**src/rtl/cu_mem_arbiter.sv**
```systemverilog
// Single-port SRAM arbiter shared by the CU fetch (IF) and data (MEM) paths.
// MEM has priority; a saturating counter forces an IF grant on starvation.
module cu_mem_arbiter #(
  parameter int unsigned SRAM_LAT     = 1,
  parameter int unsigned STARVE_LIMIT = 3
) (
  input  logic        soc_clk,
  input  logic        MEM_reset_reg,
  input  logic        if_req,
  input  logic [6:0]  if_addr,
  output logic        if_gnt,
  output logic        if_rvalid,
  output logic [31:0] if_rdata,
  input  logic        mem_req,
  input  logic        mem_we,
  input  logic [6:0]  mem_addr,
  input  logic [3:0]  mem_be,
  input  logic [31:0] mem_wdata,
  output logic        mem_gnt,
  output logic        mem_rvalid,
  output logic [31:0] mem_rdata,
  output logic        sram_en,
  output logic        sram_we,
  output logic [6:0]  sram_addr,
  output logic [3:0]  sram_be,
  output logic [31:0] sram_wdata,
  input  logic [31:0] sram_rdata,
  output logic        busy
);

  typedef enum logic [1:0] {
    IDLE,
    ACCESS,
    WAIT,
    RESP
  } state_t;

  typedef struct packed {
    logic        is_if;
    logic        we;
    logic [6:0]  addr;
    logic [3:0]  be;
    logic [31:0] wdata;
  } acc_t;

  localparam logic [2:0] LAT_M1 = 3'(SRAM_LAT - 1);
  localparam logic [2:0] SLIM   = 3'(STARVE_LIMIT);

  state_t      state_q, state_d;
  acc_t        acc_q, acc_d;
  logic [2:0]  wcnt_q, wcnt_d;
  logic [2:0]  starve_q, starve_d;
  logic        arb_pt, any_req;
  logic        mem_win, if_win;

  logic        if_gnt_d, if_rvalid_d;
  logic [31:0] if_rdata_d;
  logic        mem_gnt_d, mem_rvalid_d;
  logic [31:0] mem_rdata_d;
  logic        sram_en_d, sram_we_d;
  logic [6:0]  sram_addr_d;
  logic [3:0]  sram_be_d;
  logic [31:0] sram_wdata_d;
  logic        busy_d;

  always_comb begin
    any_req = if_req | mem_req;
    arb_pt  = (state_q == IDLE) || (state_q == RESP);
    mem_win = mem_req && !(if_req && (starve_q == SLIM));
    if_win  = if_req && !mem_win;

    state_d  = state_q;
    acc_d    = acc_q;
    wcnt_d   = wcnt_q;
    starve_d = starve_q;

    unique case (state_q)
      IDLE, RESP: begin
        state_d = IDLE;
        if (any_req) begin
          state_d = ACCESS;
          unique case (1'b1)
            mem_win: begin
              acc_d.is_if = 1'b0;
              acc_d.we    = mem_we;
              acc_d.addr  = mem_addr;
              acc_d.be    = mem_be;
              acc_d.wdata = mem_wdata;
            end
            if_win: begin
              acc_d.is_if = 1'b1;
              acc_d.we    = 1'b0;
              acc_d.addr  = if_addr;
              acc_d.be    = 4'hF;
              acc_d.wdata = '0;
            end
            default: ;
          endcase
        end
      end
      ACCESS: begin
        state_d = WAIT;
        wcnt_d  = LAT_M1;
      end
      WAIT: begin
        if (wcnt_q == 3'd0) state_d = RESP;
        else wcnt_d = wcnt_q - 3'd1;
      end
    endcase

    // Starvation count only moves at arbitration points.
    if (arb_pt) begin
      if (!if_req || if_win) starve_d = 3'd0;
      else if (mem_win && starve_q != SLIM)
        starve_d = starve_q + 3'd1;
    end

    if_gnt_d     = 1'b0;
    if_rvalid_d  = 1'b0;
    if_rdata_d   = '0;
    mem_gnt_d    = 1'b0;
    mem_rvalid_d = 1'b0;
    mem_rdata_d  = '0;
    sram_en_d    = 1'b0;
    sram_we_d    = 1'b0;
    sram_addr_d  = '0;
    sram_be_d    = '0;
    sram_wdata_d = '0;
    busy_d       = (state_d != IDLE);

    unique case (state_d)
      ACCESS: begin
        if_gnt_d     = acc_d.is_if;
        mem_gnt_d    = !acc_d.is_if;
        sram_en_d    = 1'b1;
        sram_we_d    = acc_d.we;
        sram_addr_d  = acc_d.addr;
        sram_be_d    = acc_d.be;
        sram_wdata_d = acc_d.wdata;
      end
      RESP: begin
        if_rvalid_d  = acc_q.is_if;
        mem_rvalid_d = !acc_q.is_if;
        if (acc_q.is_if) if_rdata_d = sram_rdata;
        else if (!acc_q.we) mem_rdata_d = sram_rdata;
      end
      default: ;
    endcase
  end

  always_ff @(posedge soc_clk or posedge MEM_reset_reg) begin
    if (MEM_reset_reg) begin
      state_q    <= IDLE;
      acc_q      <= '0;
      wcnt_q     <= '0;
      starve_q   <= '0;
      if_gnt     <= 1'b0;
      if_rvalid  <= 1'b0;
      if_rdata   <= '0;
      mem_gnt    <= 1'b0;
      mem_rvalid <= 1'b0;
      mem_rdata  <= '0;
      sram_en    <= 1'b0;
      sram_we    <= 1'b0;
      sram_addr  <= '0;
      sram_be    <= '0;
      sram_wdata <= '0;
      busy       <= 1'b0;
    end else begin
      state_q    <= state_d;
      acc_q      <= acc_d;
      wcnt_q     <= wcnt_d;
      starve_q   <= starve_d;
      if_gnt     <= if_gnt_d;
      if_rvalid  <= if_rvalid_d;
      if_rdata   <= if_rdata_d;
      mem_gnt    <= mem_gnt_d;
      mem_rvalid <= mem_rvalid_d;
      mem_rdata  <= mem_rdata_d;
      sram_en    <= sram_en_d;
      sram_we    <= sram_we_d;
      sram_addr  <= sram_addr_d;
      sram_be    <= sram_be_d;
      sram_wdata <= sram_wdata_d;
      busy       <= busy_d;
    end
  end

endmodule

```
**config.mk**
```make
export PLATFORM = sky130hd
export DESIGN_NAME = cu_mem_arbiter
export DESIGN_NICKNAME = d
export VERILOG_FILES = /design/src/rtl/cu_mem_arbiter.sv
export SDC_FILE = /design/constraint.sdc
export NUM_CORES = 1
export LEC_CHECK = 0
export ABC_AREA = 1
export CAP_MARGIN = 20
export CORE_UTILIZATION = 40
export DETAILED_ROUTE_END_ITERATION = 8
export PLACE_DENSITY = 0.78
export SLEW_MARGIN = 20
export SYNTH_ARGS = -nofsm -noshare
export SYNTH_HDL_FRONTEND = slang
export SYNTH_SLANG_ARGS = --single-unit
export TNS_END_PERCENT = 1
```
**constraint.sdc**
```tcl
create_clock -name soc_clk -period 5.7 [get_ports soc_clk]
set_input_delay 1.425 -clock soc_clk [delete_from_list [all_inputs] [get_ports soc_clk]]
set_output_delay 1.425 -clock soc_clk [all_outputs]
set_load 0.01 [all_outputs]
```
==> results of run 1 <==
## flip-flops by register name, summed over array words and instances, names as in the netlist, 2 cells and up
| signal | flops |
|---|---|
| acc_q | 2 |
| if_rdata | 32 |
| mem_rdata | 32 |
| sram_addr | 7 |
| sram_be | 4 |
| sram_wdata | 32 |
| starve_q | 3 |
| state_q | 2 |
| wcnt_q | 3 |
## cell families (layout without fill, tap and decap cells)
kind of cell,after synthesis,in the layout
simple gates,160,160
flops,124,124
xor+xnor,1,1
fa+ha+maj,6,6
buf+inv,104,322
compound gates,8,8
## final cells by class
type / instances / area (sq um) / area share
Clock buffer: 25 / 474 / 0.0675
Clock inverter: 7 / 87.6 / 0.0125
Inverter: 87 / 337 / 0.0479
Multi-Input combinational cell: 175 / 832 / 0.118
Sequential cell: 124 / 3100 / 0.442
Tap cell: 136 / 170 / 0.0242
Timing Repair Buffer: 203 / 2020 / 0.288
## how the worst max path moves through the flow
stage / startpoint / end / cells after the start
CTS: mem_rdata[2] / mem_rdata[2] / 1
detailed placement: MEM_reset_reg / mem_rdata[27] / 3
global route: mem_rdata[26] / mem_rdata[26] / 1
finish: mem_rdata[2] / mem_rdata[2] / 1
global placement: MEM_reset_reg / mem_rdata[30] / 3
floorplan: MEM_reset_reg / acc_q[43] / 1
## routing by layer
| metal | part of all wire | GRT usage | vias up |
|---|---|---|---|
| li1 | - | - | 1605 |
| met1 | 0.37 | 0.210 | 1625 |
| met2 | 0.55 | 0.362 | 115 |
| met3 | 0.054 | 0.0584 | 18 |
| met4 | 0.021 | 0.0881 | 0 |
| met5 | 0 | 0 | - |
## power breakdown
group	internal [mW]	switching, mW
clock network	0.653	0.349
logic	0.431	0.492
registers	1.07	0.0659
total	2.16	0.907
## stage by stage
step	instance area, sq um	setup WS, ps	cells
CTS	7030	2850	757
finish	7030	2880	757
floorplan	4380	976	403
global route	7030	2830	757
detailed placement	6460	2500	725
global placement	6460	2560	725
## synth_stat cells
| library cell | count | area share |
|---|---|---|
| buf_1 | 1 | 0.00086 |
| buf_2 | 6 | 0.0069 |
| buf_4 | 2 | 0.0034 |
| buf_6 | 5 | 0.013 |
| clkbuf_1 | 3 | 0.0026 |
| clkinv_1 | 1 | 0.00086 |
| dfrtp_1 | 124 | 0.71 |
| ha_1 | 6 | 0.017 |
| inv_1 | 83 | 0.071 |
| inv_2 | 1 | 0.00086 |
| inv_4 | 2 | 0.0029 |
| nand2_1 | 33 | 0.028 |
| nand2_2 | 1 | 0.0014 |
| nand2_4 | 1 | 0.0026 |
| nand3_1 | 19 | 0.022 |
| nand3_2 | 1 | 0.0023 |
| nand4_1 | 1 | 0.0014 |
| nor2_1 | 68 | 0.058 |
| nor2_2 | 1 | 0.0014 |
| nor2_8 | 1 | 0.0046 |
| nor3_1 | 32 | 0.037 |
| o21ai_0 | 6 | 0.0069 |
| o21ai_1 | 1 | 0.0011 |
| o22ai_1 | 1 | 0.0014 |
| or2_2 | 2 | 0.0029 |
| xor2_1 | 1 | 0.0020 |
==> flow_summary.yaml, run 1 <==
sta:
  setup_tns_ps: 0
  slew_viol_final: 0
  grt_setup_unrepaired: "no"
  worst_pin_slew_ps: 747
  fin_hold_ws_ps: 449
  setup_viol: 0
  fin_crit_ps: 2820
  fmax_mhz: 354
  hold_viol_final: 0
  finClkSkew_ps: 7.36
  relSlewSlack: 0.502
  layout_worst_path_cycle_share: 0.495
worst_setup_path:
  r2r_slack_ps: 4060
  crit_type: "flip-flop to output port"
  path_buf_inv: 1
  path_cells: "clkdlybuf4s50_1"
  critPathRequiredTime_ps: 4280
  rr_endpoint: "sram_wdata[23]"
  end_kind: "output port"
  r2r_start: "starve_q[0]"
  path_delay_family: "buffers and inverters"
  slowest_delay_ps: 560
  crit_path_max_fanout: 1
  arrival_ps: 1400
  rr_worst_depth: 7
  worst_setup_path_start_kind: "flip-flop"
  crit_slowest_cell: "clkdlybuf4s50_1"
clock_tree:
  cts_htree_levels: 4
  cts_tree: "done"
  cts-resized-gates: 0
  numCtsBuffers: 17
  clock_path_buffers: 2
  cts_sinks: 124
  hold_buffers: 0
  clock_latency_ps: 510
  cts-root-buf: "clkbuf_8"
  post_cts_buffers: 0
  clk_pin_slew_ps: 50
floorplanning:
  start_util: 0.419
  die_x_microns: 107
  io_pins: 201
  dieArea_sq_um: 11400
  rows: 37
  die_h_microns: 107
  coreArea_sq_um: 10500
yosys:
  ys_seq_area_frac: 0.708
  syn_inst: 403
  synth_compound_area_frac: 0.00942
  ys_seq_elements: 124
  synth_fa_ha_area_frac: 0.0171
  avgSynthCellArea_sq_um: 10.9
  syn_area_sq_um: 4380
  synthXorXnorAreaFrac: 0.00200
  synth_cell_types: 26
  synth_top_family_by_area: "simple AND/OR/NAND/NOR gates"
  synth_nets: 496
  ys_warn_count: 0
  muxShareOfSynthArea: 0
  yosys.area_share.simple: 0.161
routing:
  drt_iter0_drc: 113
  drc: 0
  drtPass1Iterations: 4
  drtAntennaViolNets: 0
  vias: 3363
  post_drt_wl_per_cell_microns: 14.2
  viasPerCell: 4.44
  wirelength_microns: 10700
min_path:
  min_from: "acc_q[44]"
  min_delay_worst_endpoint: "mem_rvalid"
  hp-class: "flip-flop to flip-flop"
  holdPathStages: 1
pwr:
  total_power_mw: 3.06
  power.leakage_nw: 3.57
  vdd_drop_max_mv: 0.198
  powerDensity_nw_per_um2: 436
layout:
  antenna_cells: 0
  fillCellCount: 812
  final_common_cell: "clkdlybuf4s50_1"
  nNetsFinal: 701
  final_cell_mix: "200 x clkdlybuf4s50_1, 124 x dfrtp_1, 82 x inv_1"
  drive_gt1_frac: 0.0676
  syn_to_final_growth_pct: 60.3
  final_util: 0.672
grt:
  grt_pass1_vias: 3501
  overflow: 0
  grt_pass1_wl_microns: 16900
  antenna_found_initial: 0
  grt_max_degree: 90
  grt_use_total: 0.198
job:
  max-cap-violations: 0
place:
  gp_congestion: 0.747
  io_buffer_count: 200
  hpwl_microns: 7600
run_status:
  status: "finished, final reports clean"
Note: power is estimated with default switching activity, not from simulation.
==> inputs of run 2 (changes only) <==
==> constraint.sdc (replaced) <==
create_clock -name soc_clk -period 2.9 [get_ports soc_clk]
set_input_delay 0.725 -clock soc_clk [delete_from_list [all_inputs] [get_ports soc_clk]]
set_output_delay 0.725 -clock soc_clk [all_outputs]
set_load 0.01 [all_outputs]
==> flow_summary.yaml, run 2 (synthesis gave the netlist of run 1 again) <==
run_status:
  status: "finished, final reports clean"
min_path:
  hp-class: "flip-flop to flip-flop"
  holdPathStages: 1
  min_delay_worst_endpoint: "mem_rvalid"
  min_from: "acc_q[44]"
grt:
  overflow: 0
  grt_use_total: 0.202
  grt_pass1_vias: 3500
  antenna_found_initial: 0
  grt_max_degree: 125
  grt_pass1_wl_microns: 16900
routing:
  drtAntennaViolNets: 0
  drc: 0
  drt_iter0_drc: 188
  post_drt_wl_per_cell_microns: 14.6
  vias: 3421
  viasPerCell: 4.52
  wirelength_microns: 11100
  drtPass1Iterations: 6
pwr:
  power.leakage_nw: 3.57
  vdd_drop_max_mv: 0.409
  powerDensity_nw_per_um2: 859
  total_power_mw: 6.06
worst_setup_path:
  end_kind: "output port"
  rr_worst_depth: 7
  crit_slowest_cell: "clkdlybuf4s50_1"
  path_delay_family: "buffers and inverters"
  r2r_slack_ps: 1190
  rr_endpoint: "sram_wdata[7]"
  critPathRequiredTime_ps: 2170
  path_cells: "clkdlybuf4s50_1"
  crit_path_max_fanout: 1
  slowest_delay_ps: 580
  path_buf_inv: 1
  arrival_ps: 1430
  crit_type: "flip-flop to output port"
  r2r_start: "starve_q[0]"
  worst_setup_path_start_kind: "flip-flop"
layout:
  final_common_cell: "clkdlybuf4s50_1"
  regArea_sq_um: 3100
  drive_gt1_frac: 0.0692
  syn_to_final_growth_pct: 60.8
  final_cell_mix: "200 x clkdlybuf4s50_1, 124 x dfrtp_1, 82 x inv_1"
  top_regs: "if_rdata x32, mem_rdata x32, sram_wdata x32"
  nNetsFinal: 703
  fillCellCount: 786
  multiInputGateArea_sq_um: 832
  finish.instance_area_sq_um: 7050
  antenna_cells: 0
job:
  max-cap-violations: 0
sta:
  grt_setup_unrepaired: "no"
  fin_crit_ps: 2150
  setup_tns_ps: 0
  setup_slack_ps: 749
  layout_worst_path_cycle_share: 0.742
  finClkSkew_ps: 9.00
  relSlewSlack: 0.582
  fmax_mhz: 465
  slew_viol_final: 0
  setup_viol: 0
  worst_pin_slew_ps: 628
  hold_viol_final: 0
place:
  hpwl_microns: 8100
  io_buffer_count: 200
  gp_congestion: 0.801
  placed_cell_area_sq_um: 6490
  preCtsSetupSlack_ps: 487
floorplanning:
  rows: 37
  coreArea_sq_um: 10500
  io_pins: 201
  die_x_microns: 107
  start_util: 0.419
  die_h_microns: 107
  dieArea_sq_um: 11400
clock_tree:
  cts_sinks: 124
  clk_pin_slew_ps: 50
  hold_buffers: 0
  numCtsBuffers: 17
  cts_tree: "done"
  cts-resized-gates: 0
  cts-root-buf: "clkbuf_8"
  cts_htree_levels: 4
  clock_path_buffers: 2
  clock_latency_ps: 510
  post_cts_buffers: 0
## run 2: cell types whose count changed in the layout (fill, tap and decap cells not counted), sizes merged
cell	before	now
clkinvlp	1	3
inv	87	85
buf	3	5
clkbuf	25	23
## run 2: power by group
group	internal (mW)	switching, mW
Combinational	0.862	0.999
Sequential	2.11	0.125
Clock	1.27	0.692
Total	4.24	1.82
## run 2: stage by stage
step,cells,util,hold slack (ps)
after CTS,757,0.674,453
after detailed placement,727,0.621,442
after global placement,727,0.621,443
final,757,0.674,448
after global routing,757,0.674,458
after floorplan,403,-,411
## run 2: area by class of cell
type                    count  area share
repair buffers            205       0.291
well taps                 136      0.0241
clock inverters             7      0.0128
multi-input cells         175       0.118
flip-flops and latches    124       0.440
clock buffers              23      0.0662
inverters                  87      0.0476
## run 2: layer usage
layer	routed length, microns	track usage	up-vias
met5	0	0	-
met4	259	0.0959	0
met3	677	0.0517	22
met2	6060	0.371	138
met1	4060	0.216	1661
li1	-	-	1600
## run 2: worst max path at each step
stage / startpoint / to / slack (ps) / cells after the start
3_3_place_gp: if_req / sram_wdata[11] / 600 / 6
2_1_floorplan: MEM_reset_reg / acc_q[43] / 650 / 1
3_5_place_dp: if_req / sram_wdata[7] / 490 / 6
6_report: sram_be[0] / sram_be[0] / 750 / 1
5_1_grt: mem_rdata[4] / mem_rdata[4] / 710 / 1
4_1_cts: if_gnt / if_gnt / 720 / 1
